==> src/rtl/anita3_scaler_pkg.sv <==
// ============================================================================
// Module   : anita3_scaler_pkg
// Brief    : Shared constants, state encoding and scaler address table.
// Revision : 1.0 - initial release
// ============================================================================
`default_nettype none

package anita3_scaler_pkg;

    localparam int unsigned SCAL_NUM_WORDS   = 35;
    localparam int unsigned SCAL_FRAME_WORDS = 36;

    localparam logic [7:0] SCAL_HEADER_TAG_DEFAULT = 8'hA3;

    localparam logic [5:0] SCAL_ADDR_REFPULSE = 6'h20;
    localparam logic [5:0] SCAL_ADDR_SECDEAD  = 6'h21;
    localparam logic [5:0] SCAL_ADDR_C3PO     = 6'h27;

    typedef enum logic [1:0] {
        ST_IDLE   = 2'd0,
        ST_SETTLE = 2'd1,
        ST_SWEEP  = 2'd2,
        ST_STREAM = 2'd3
    } scal_state_t;

    // Sweep index to bank address; indices past the table map to 0.
    function automatic logic [5:0] scal_addr_of(input logic [5:0] idx);
        logic [5:0] addr;
        if (idx < 6'd32) begin
            addr = idx;
        end else if (idx == 6'd32) begin
            addr = SCAL_ADDR_REFPULSE;
        end else if (idx == 6'd33) begin
            addr = SCAL_ADDR_SECDEAD;
        end else if (idx == 6'd34) begin
            addr = SCAL_ADDR_C3PO;
        end else begin
            addr = 6'h00;
        end
        return addr;
    endfunction

endpackage

`default_nettype wire

==> src/rtl/anita3_scaler_snapshot.sv <==
// ============================================================================
// Module   : anita3_scaler_snapshot
// Brief    : 35x32 snapshot buffer, one synchronous write port, one read port.
// Revision : 1.0 - initial release
// ============================================================================
`default_nettype none

module anita3_scaler_snapshot
    import anita3_scaler_pkg::*;
(
    input  logic        clk,
    input  logic        wr_en,
    input  logic [5:0]  wr_idx,
    input  logic [31:0] wr_data,
    input  logic [5:0]  rd_idx,
    output logic [31:0] rd_data
);

    logic [31:0] mem [0:SCAL_NUM_WORDS-1];

    always_ff @(posedge clk) begin
        if (wr_en) begin
            mem[wr_idx] <= wr_data;
        end
    end

    // Out-of-range reads occur once the final word has been prefetched.
    assign rd_data = (rd_idx < 6'(SCAL_NUM_WORDS)) ? mem[rd_idx] : 32'h0;

endmodule

`default_nettype wire

==> src/rtl/anita3_scaler_reader.sv <==
// ============================================================================
// Module   : anita3_scaler_reader
// Brief    : PPS-triggered scaler sweep into a snapshot, streamed as a frame.
// Revision : 1.0 - initial release
// ============================================================================
`default_nettype none

module anita3_scaler_reader
    import anita3_scaler_pkg::*;
#(
    parameter int unsigned SETTLE_CYCLES = 4,
    parameter logic [7:0]  HEADER_TAG    = SCAL_HEADER_TAG_DEFAULT
) (
    input  logic        clk33_i,
    input  logic        rst_i,
    input  logic        pps_i,
    output logic [5:0]  scal_addr_o,
    input  logic [31:0] scal_dat_i,
    output logic [31:0] dat_o,
    output logic        valid_o,
    input  logic        ready_i,
    output logic        last_o,
    output logic        busy_o,
    output logic [7:0]  overrun_o
);

    localparam logic [3:0] SETTLE_LOAD = 4'(SETTLE_CYCLES);
    localparam logic [5:0] SWEEP_END   = 6'(SCAL_NUM_WORDS);
    localparam logic [5:0] LAST_RD_PTR = 6'(SCAL_FRAME_WORDS - 1);

    scal_state_t state;
    scal_state_t state_next;

    logic        pps_q;
    logic        pps_q2;
    logic        pps_edge;
    logic [3:0]  settle_cnt;
    logic [5:0]  sweep_idx;
    logic [5:0]  rd_ptr;
    logic [31:0] prefetch;
    logic [31:0] rd_data;
    logic [15:0] seq;
    logic        wr_en;
    logic        handshake;

    assign wr_en     = (state == ST_SWEEP) && (sweep_idx < SWEEP_END);
    assign handshake = valid_o && ready_i;

    anita3_scaler_snapshot u_snapshot (
        .clk     (clk33_i),
        .wr_en   (wr_en),
        .wr_idx  (sweep_idx),
        .wr_data (scal_dat_i),
        .rd_idx  (rd_ptr),
        .rd_data (rd_data)
    );

    always_ff @(posedge clk33_i) begin
        if (rst_i) begin
            state <= ST_IDLE;
        end else begin
            state <= state_next;
        end
    end

    always_comb begin
        state_next = state;
        unique case (state)
            ST_IDLE:   if (pps_edge) state_next = ST_SETTLE;
            ST_SETTLE: if (settle_cnt == 4'd1) state_next = ST_SWEEP;
            ST_SWEEP:  if (sweep_idx == SWEEP_END) state_next = ST_STREAM;
            ST_STREAM: if (handshake && last_o) state_next = ST_IDLE;
            default:   state_next = ST_IDLE;
        endcase
    end

    always_ff @(posedge clk33_i) begin
        if (rst_i) begin
            pps_q       <= 1'b0;
            pps_q2      <= 1'b0;
            pps_edge    <= 1'b0;
            settle_cnt  <= 4'd0;
            sweep_idx   <= 6'd0;
            rd_ptr      <= 6'd0;
            prefetch    <= 32'h0;
            seq         <= 16'h0;
            scal_addr_o <= 6'h0;
            dat_o       <= 32'h0;
            valid_o     <= 1'b0;
            last_o      <= 1'b0;
            busy_o      <= 1'b0;
            overrun_o   <= 8'h0;
        end else begin
            pps_q    <= pps_i;
            pps_q2   <= pps_q;
            pps_edge <= pps_q & ~pps_q2;
            busy_o   <= (state_next != ST_IDLE);

            // Any edge that cannot start a frame is a dropped PPS.
            if (pps_edge && (state != ST_IDLE) && (overrun_o != 8'hFF)) begin
                overrun_o <= overrun_o + 8'd1;
            end

            unique case (state)
                ST_IDLE: begin
                    if (pps_edge) begin
                        settle_cnt <= SETTLE_LOAD;
                    end
                end
                ST_SETTLE: begin
                    settle_cnt <= settle_cnt - 4'd1;
                    if (state_next == ST_SWEEP) begin
                        sweep_idx   <= 6'd0;
                        rd_ptr      <= 6'd0;
                        scal_addr_o <= scal_addr_of(6'd0);
                    end
                end
                ST_SWEEP: begin
                    sweep_idx   <= sweep_idx + 6'd1;
                    scal_addr_o <= scal_addr_of(sweep_idx + 6'd1);
                    if (state_next == ST_STREAM) begin
                        dat_o    <= {HEADER_TAG, overrun_o, seq};
                        valid_o  <= 1'b1;
                        last_o   <= 1'b0;
                        prefetch <= rd_data;
                        rd_ptr   <= 6'd1;
                    end
                end
                ST_STREAM: begin
                    if (handshake) begin
                        if (last_o) begin
                            valid_o <= 1'b0;
                            last_o  <= 1'b0;
                            seq     <= seq + 16'd1;
                        end else begin
                            // prefetch holds buf[rd_ptr-1]; refill it behind each accept.
                            dat_o    <= prefetch;
                            last_o   <= (rd_ptr == LAST_RD_PTR);
                            prefetch <= rd_data;
                            rd_ptr   <= rd_ptr + 6'd1;
                        end
                    end
                end
                default: ;
            endcase
        end
    end

endmodule

`default_nettype wire

==> config.mk <==
export PLATFORM = sky130hd
export DESIGN_NAME = anita3_scaler_reader
export DESIGN_NICKNAME = d
export VERILOG_FILES = /design/src/rtl/anita3_scaler_pkg.sv /design/src/rtl/anita3_scaler_snapshot.sv /design/src/rtl/anita3_scaler_reader.sv
export SDC_FILE = /design/constraint.sdc
export NUM_CORES = 1
export LEC_CHECK = 0
export ABC_AREA = 1
export BUFFER_PORTS_ARGS = -buffer_cell sky130_fd_sc_hd__buf_2
export CAP_MARGIN = 20
export CORE_MARGIN = 2
export CORE_UTILIZATION = 35
export DETAILED_ROUTE_END_ITERATION = 16
export HOLD_SLACK_MARGIN = 0.15
export PLACE_DENSITY = 0.56
export SYNTH_ARGS = -nofsm -noshare
export SYNTH_HDL_FRONTEND = slang
export SYNTH_HIERARCHICAL = 1
export SYNTH_SLANG_ARGS = --single-unit
==> constraint.sdc <==
create_clock -name clk33_i -period 4.5 [get_ports clk33_i]
set_clock_uncertainty 0.2 [all_clocks]
set_input_delay 0.675 -clock clk33_i [delete_from_list [all_inputs] [get_ports clk33_i]]
set_output_delay 0.675 -clock clk33_i [all_outputs]
set_load 0.01 [all_outputs]
==> results.json, run 1 <==
{
  "grt_usage": 0.181,
  "cp_slowest_stage_delay_ps": 850,
  "port_buffers": 84,
  "grt_max_degree": 86,
  "r2r-end": "prefetch[9]",
  "arrival_ps": 3980,
  "grt-busiest-layer": "met2",
  "htree_levels": 4,
  "yosysSeqAreaShare": 0.701,
  "die_h_um": 387,
  "cts_tree": "built",
  "ys_warn_count": 6,
  "use_met2": 0.269,
  "synth-async-reset-ratio": 0,
  "fin_nets": 4819,
  "run_status": "finished, final reports clean",
  "synthesis.area_um2": 51300,
  "gr-usage-met1": 0.269,
  "path_max_fanout": 74,
  "worst_pin_slew_ps": 1040,
  "rows": 140,
  "clock-sinks": 1238,
  "hp-class": "flip-flop to flip-flop",
  "nFillCells": 13800,
  "dieArea_um2": 150000,
  "cts_buffers": 130,
  "finalCriticalPeriod_ps": 3550,
  "r2r_cells": 12,
  "drt_iter0_drc": 3571,
  "hold_violations": 0,
  "synthCells": 4715,
  "yosysTopAreaCellShare": 0.655,
  "worst_slew_margin_rel": 0.302,
  "end_kind": "flip-flop",
  "start_kind": "flip-flop",
  "crit_type": "flip-flop to flip-flop",
  "timing.rr.start": "rd_ptr[0]",
  "grt_pass1_wl_mm": 206,
  "slowest_stage": "dfxtp_4",
  "fmax_mhz": 281,
  "vias": 34400,
  "firstDrtPassIters": 8,
  "postCtsResizedCells": 0,
  "tns_ps": 0,
  "via_per_inst": 5.06,
  "io_pins": 85,
  "clkLatencyLatePin_ps": 750,
  "core_area_um2": 146000,
  "leakagePower_nw": 21.5,
  "area_growth_pct": 13.2,
  "root_buffer": "clkbuf_16",
  "crit_end": "prefetch[9]",
  "antenna_found_initial": 4,
  "met3_usage": 0.0381,
  "ir_drop_mv": 0.309,
  "yosysTopAreaCell": "edfxtp_1",
  "grt_pass1_vias": 32100,
  "setup_viol": 0,
  "reg2reg_slack_ps": 950,
  "avgSynthCellArea_um2": 10.9,
  "crit_top_cell": "nand3_1",
  "fin_crit_sh": 0.789,
  "initial_utilization": 0.353,
  "clockBufferDepth": 3,
  "finalWirelength_mm": 138,
  "drv_slew": 0,
  "gp_congestion": 0.836,
  "avgRoutedWirePerCell_um": 20.3,
  "die_x_um": 387,
  "final_util": 0.399,
  "fin_cells": 6792,
  "cap_viol_max_count": 0,
  "rsz0062_at_grt": "no",
  "place_inst": 6558,
  "drive_gt1_frac": 0.0885,
  "synth_area_leaders": "edfxtp_1 66%, nand2_1 8.1%, dfxtp_1 4.6%",
  "cp_cell_sequence": "inv_16, buf_12, buf_12, buf_4, o21ai_0, nand3_1, nand3_1, nand2_1, nand3_1, a21oi_1, nor2_1, nor2_1",
  "ant_nets": 0,
  "synth_seq_cells": 1238,
  "path_clk_slew_ps": 60,
  "cp-startpoint": "rd_ptr[0]",
  "cp_data_required_time_ps": 4930,
  "power_density_nw_per_um2": 413,
  "syn_nets": 4760,
  "dpl.hpwl_mm": 82.2,
  "synth_cell_types": 47,
  "globalRoute.totalOverflow": 0,
  "ys.flop_type": "edfxtp_1",
  "drc": 0,
  "synth_edf_count": 1120
}
[cell families (layout without fill, tap and decap cells)]
family                     after synthesis  count (layout)  share of synthesized area
other                                    0               3                          0
muxes                                    3               3                   0.000585
adders and majority gates                9               9                    0.00219
and+or+nand+nor                       2177            2177                      0.173
buffers and inverters                  642             799                     0.0548
DFF                                   1238            1238                      0.701
xor gates and xnor gates                 8               8                    0.00137
AOI/OAI and AO/OA                      638             638                     0.0669
[cells in the final DEF (no fill, tap or decap), types with 3 or more instances in the layout]
| cell | instances |
|---|---|
| clkinvlp_4 | 3 |
| buf_12 | 22 |
| nor2_4 | 42 |
| bufinv_16 | 5 |
| dfxtp_4 | 4 |
| a31oi_1 | 11 |
| o211ai_1 | 74 |
| nand4_1 | 11 |
| dfxtp_1 | 113 |
| nor2_1 | 573 |
| o21ai_0 | 344 |
| nor3_1 | 11 |
| diode_2 | 3 |
| mux2i_1 | 3 |
| inv_2 | 3 |
| nand2_2 | 5 |
| buf_2 | 84 |
| clkbuf_1 | 29 |
| clkinv_1 | 35 |
| o22ai_1 | 8 |
| or2_2 | 8 |
| a21oi_1 | 156 |
| a22oi_1 | 3 |
| o21a_1 | 3 |
| xor2_1 | 5 |
| ha_1 | 9 |
| clkinv_2 | 18 |
| clkbuf_16 | 134 |
| nand3_1 | 410 |
| xnor2_1 | 3 |
| nor3b_1 | 3 |
| edfxtp_1 | 1120 |
| inv_6 | 4 |
| o21ai_1 | 34 |
| nand2_1 | 1103 |
| inv_1 | 370 |
| buf_4 | 84 |
[worst min-delay path by stage]
stage          startpoint  endpoint  slack (ps)  cells after the start
3_3_place_gp       pps_q2  pps_edge         190                      1
6_report           pps_q2  pps_edge         200                      1
2_1_floorplan      pps_q2  pps_edge         170                      1
3_5_place_dp       pps_q2  pps_edge         190                      1
4_1_cts            pps_q2  pps_edge         200                      1
5_1_grt            pps_q2  pps_edge         230                      1
[layer usage]
| layer | share of wire | wire length (um) |
|---|---|---|
| met2 | 0.44 | 60900 |
| met4 | 0.015 | 2060 |
| met1 | 0.47 | 64200 |
| met3 | 0.078 | 10800 |
| met5 | 0 | 0 |
[where the power goes]
part / internal [W] / total (W) / switching [W] / leakage, nW
clock network: 0.00575 / 0.0101 / 0.00435 / 1.92
registers: 0.0125 / 0.0126 / 0.0000317 / 11.0
logic: 0.000280 / 0.00131 / 0.00103 / 8.53
total: 0.0186 / 0.0240 / 0.00540 / 21.5
[cells in the mapped netlist, types with 34 or more instances]
cell type	count
nor2_1	608
a21oi_1	156
o21ai_0	344
inv_1	371
nand2_1	1104
buf_2	84
clkbuf_1	106
o211ai_1	74
edfxtp_1	1120
nand3_1	410
o21ai_1	34
dfxtp_1	118
[layout make-up]
cell class / count / area (um^2) / area share
flip-flops and latches: 1238 / 36000 / 0.620
multi-input cells: 2835 / 12800 / 0.220
clock buffers: 165 / 3490 / 0.0601
well taps: 1917 / 2400 / 0.0413
repair buffers: 191 / 1500 / 0.0258
inverters: 378 / 1440 / 0.0249
clock inverters: 65 / 445 / 0.00767
diodes: 3 / 7.51 / 0.000129
[critical path: cells and delay by family (launching register included)]
kind,cells,cell delay [ps]
flops,1,850
simple gates,6,780
buf+inv,4,930
compound gates,2,380
[what timing repair did]
| action | 4_1_cts | 5_1_grt |
|---|---|---|
| endpoints found under the hold margin | 1 | 0 |
| setup buffers | 0 | 0 |
| hold buffers | 1 | 0 |
[flip-flops by register name (all words and copies together), names as in the netlist]
register,cells
busy_o,1
dat_o,32
last_o,1
overrun_o,8
pps_edge,1
pps_q,1
pps_q2,1
prefetch,32
rd_ptr,6
scal_addr_o,6
seq,16
settle_cnt,4
state,2
sweep_idx,6
u_snapshot/mem,1120
valid_o,1
[per-stage QoR]
| stage | cell area, um^2 | hold slack [ps] | power, W | worst slack (ps) |
|---|---|---|---|---|
| after floorplan | 51300 | 174 | 0.0134 | 1120 |
| after global placement | 54100 | 190 | 0.0141 | 1040 |
| after detailed placement | 54100 | 190 | 0.0141 | 1060 |
| after CTS | 58100 | 202 | 0.0242 | 1060 |
| after global routing | 58100 | 231 | 0.0247 | 800 |
| final | 58100 | 202 | 0.0240 | 947 |
No activity file was read; power rests on OpenSTA's default activity.
==> inputs of run 2 (changes only) <==
--- a/config.mk
+++ b/config.mk
@@ -5,14 +5,14 @@
 export SDC_FILE = /design/constraint.sdc
 export NUM_CORES = 1
 export LEC_CHECK = 0
-export ABC_AREA = 1
+export ABC_AREA = 0
 export BUFFER_PORTS_ARGS = -buffer_cell sky130_fd_sc_hd__buf_2
 export CAP_MARGIN = 20
 export CORE_MARGIN = 2
 export CORE_UTILIZATION = 35
 export DETAILED_ROUTE_END_ITERATION = 16
 export HOLD_SLACK_MARGIN = 0.15
-export PLACE_DENSITY = 0.56
+export PLACE_DENSITY = 0.58
 export SYNTH_ARGS = -nofsm -noshare
 export SYNTH_HDL_FRONTEND = slang
 export SYNTH_HIERARCHICAL = 1
==> constraint.sdc (replaced) <==
create_clock -name clk33_i -period 3.25 [get_ports clk33_i]
set_clock_uncertainty 0.2 [all_clocks]
set_input_delay 0.4875 -clock clk33_i [delete_from_list [all_inputs] [get_ports clk33_i]]
set_output_delay 0.4875 -clock clk33_i [all_outputs]
set_load 0.01 [all_outputs]
==> run 2 against run 1 <==
  * Fmax up 12%
  * Die area down 5.9%
  * Setup slack worse by 880 ps
  * Sequential share of layout area up 1.2 points
  * Critical path type unchanged
==> results.json, run 2 <==
{
  "io_pins": 85,
  "initial_utilization": 0.352,
  "syn_nets": 2596,
  "ys_warn_count": 6,
  "core_area_um2": 137000,
  "r2r_cells": 8,
  "fin_crit_sh": 0.978,
  "yosysTopAreaCellShare": 0.697,
  "synth-async-reset-ratio": 0,
  "dpl.hpwl_mm": 83.7,
  "top_regs": "u_snapshot/mem x1120, dat_o x32, prefetch x32",
  "final_cell_mix": "1,120 x edfxtp_1, 256 x mux4_2, 148 x nand2_1, 136 x clkbuf_16, 121 x buf_4",
  "crit_top_cell": "buf_4",
  "path_clk_slew_ps": 60,
  "ir_drop_mv": 0.492,
  "finalWirelength_mm": 132,
  "antenna_found_initial": 7,
  "worst-path-buf-inv": 2,
  "timing.rr.start": "sweep_idx[2]",
  "antennaDiodeCount": 0,
  "synthCells": 2551,
  "root_buffer": "clkbuf_16",
  "clock-sinks": 1238,
  "final_util": 0.416,
  "largest_reg_flops": 1120,
  "path_max_fanout": 16,
  "netlist_top_cells_count": "1,120 x edfxtp_1, 256 x mux4_2, 149 x nand2_1, 149 x nor2_1, 118 x dfxtp_1",
  "vias": 26300,
  "end_kind": "flip-flop",
  "power_density_nw_per_um2": 573,
  "fmax_mhz": 315,
  "rsz0062_at_grt": "no",
  "synth_area_leaders": "edfxtp_1 70%, mux4_2 12%, dfxtp_1 4.9%",
  "drv_slew": 0,
  "drc": 0,
  "rows": 136,
  "drive_gt1_frac": 0.269,
  "grt_pass1_wl_mm": 190,
  "clockBufferDepth": 3,
  "worst_slew_margin_rel": 0.333,
  "worst_pin_slew_ps": 997,
  "grt_pass1_vias": 26700,
  "fin_nets": 2867,
  "clkLatencyLatePin_ps": 730,
  "yosysTopAreaCell": "edfxtp_1",
  "regMostFlops": "u_snapshot/mem",
  "gp_congestion": 0.824,
  "sw_frac_of_total": 0.198,
  "synth.most_common_cell": "edfxtp_1",
  "finalCriticalPeriod_ps": 3180,
  "hp-class": "primary input to flip-flop",
  "intPower_w": 0.0262,
  "firstDrtPassIters": 5,
  "r2r-end": "u_snapshot/mem[29][25]",
  "grt_max_degree": 63,
  "crit_type": "flip-flop to flip-flop",
  "grt_usage": 0.186,
  "cap_viol_max_count": 0,
  "p_sw_w": 0.00647,
  "pwr-share-seq": 0.531,
  "globalRoute.totalOverflow": 0,
  "leakagePower_nw": 17.4,
  "area_growth_pct": 18.1,
  "cp_cell_sequence": "or3_1, or2_2, a21oi_1, nor2b_4, nand3_1, buf_4, nor2_4, buf_4",
  "avgRoutedWirePerCell_um": 28.1,
  "port_buffers": 84,
  "hold_violations": 0,
  "yosysSeqAreaShare": 0.746,
  "dieArea_um2": 141000,
  "synthesis.area_um2": 48300,
  "drt_iter0_drc": 2811,
  "seqCellArea_um2": 36000,
  "synth_seq_cells": 1238,
  "cts_buffers": 133,
  "reg2reg_slack_ps": 70,
  "cp_slowest_stage_delay_ps": 430,
  "htree_levels": 4,
  "min_to": "u_snapshot/mem[2][20]",
  "synth_cell_types": 69,
  "slowest_stage": "or3_1",
  "ys.flop_type": "edfxtp_1",
  "nFillCells": 12000,
  "avgSynthCellArea_um2": 18.9,
  "via_per_inst": 5.58,
  "final_common_cell": "edfxtp_1",
  "die_x_um": 375,
  "multi_input_area_um2": 11700,
  "setup_viol": 0,
  "cp_data_required_time_ps": 3430,
  "clock_power_share": 0.458,
  "crit_family": "simple AND/OR/NAND/NOR gates",
  "arrival_ps": 3360,
  "holdCritStartpoint": "scal_dat_i[20]",
  "start_kind": "flip-flop",
  "p_comb_frac": 0.011,
  "tns_ps": 0,
  "hold_depth": 1,
  "synth_edf_count": 1120,
  "run_status": "finished, final reports clean",
  "ant_nets": 0,
  "die_h_um": 375,
  "cts_tree": "built"
}
[run 2: changes by cell type in the layout (fill, tap and decap cells not counted), sizes merged, moves of 256 or more]
cell,delta
nand3,-366
nand2,-961
inv,-362
o21ai,-332
nor2,-469
mux4,+256
[run 2: worst max-delay path by stage]
stage            startpoint  cells past startpoint  slack, ps                endpoint
6_report       sweep_idx[2]                      8         70  u_snapshot/mem[29][25]
5_1_grt        sweep_idx[2]                      8         20  u_snapshot/mem[29][25]
4_1_cts           rd_ptr[1]                      8         50             prefetch[9]
3_5_place_dp      rd_ptr[1]                      8         60             prefetch[9]
3_3_place_gp      rd_ptr[1]                      8        100             prefetch[9]
2_1_floorplan  sweep_idx[2]                      6       -400   u_snapshot/mem[24][0]
[run 2: metal layers]
metal / up-vias / global-route usage / share of wire
met4: 0 / 0.0573 / 0.026
li1: 11000 / - / -
met1: 14000 / 0.255 / 0.42
met2: 1144 / 0.299 / 0.48
met5: - / 0 / 0
met3: 199 / 0.0385 / 0.080
[run 2: per-stage QoR]
step / worst slack, ps / instances / power, W / area, um^2 / hold slack [ps]
6_report: 71.7 / 4716 / 0.0327 / 57000 / 159
2_1_floorplan: -399 / 2551 / 0.0178 / 48400 / 167
4_1_cts: 49.0 / 4715 / 0.0330 / 57000 / 151
5_1_grt: 15.2 / 4716 / 0.0336 / 57000 / 171
3_3_place_gp: 95.5 / 4450 / 0.0180 / 52400 / 178
3_5_place_dp: 59.3 / 4450 / 0.0180 / 52400 / 178
[run 2: logic make-up after synthesis]
family,count (synthesis),share of synthesized area
multiplexers,369,0.144
AND/OR/NAND/NOR,440,0.0406
buffers and inverters,163,0.0184
flip-flops,1238,0.746
AO/OA/AOI/OAI,314,0.0458
adder cells (fa/ha/maj),9,0.00233
XOR/XNOR,18,0.00327
[run 2: power groups by stage]
stage | combinational, W | clock, W | sequential (W)
after floorplan | 0.0000606 | 0 | 0.0177
after global placement | 0.000313 | 0 | 0.0177
after detailed placement | 0.000339 | 0 | 0.0177
after CTS | 0.000373 | 0.0153 | 0.0174
after global routing | 0.000402 | 0.0159 | 0.0173
final | 0.000363 | 0.0150 | 0.0174
[run 2: final cells by class]
| class | count | share of cell area |
|---|---|---|
| clock inverter | 74 | 0.0142 |
| sequential | 1238 | 0.632 |
| inverter | 11 | 0.000724 |
| timing repair buffer | 288 | 0.0476 |
| clock buffer | 161 | 0.0613 |
| multi-input combinational | 1150 | 0.205 |
| tap | 1794 | 0.0394 |
[run 2: timing repair]
item                                   CTS  global route
hold buffers                            30             0
setup endpoints to repair                0             3
resized for setup                        0             1
endpoints found under the hold margin  815             0
buffers inserted                         0             1
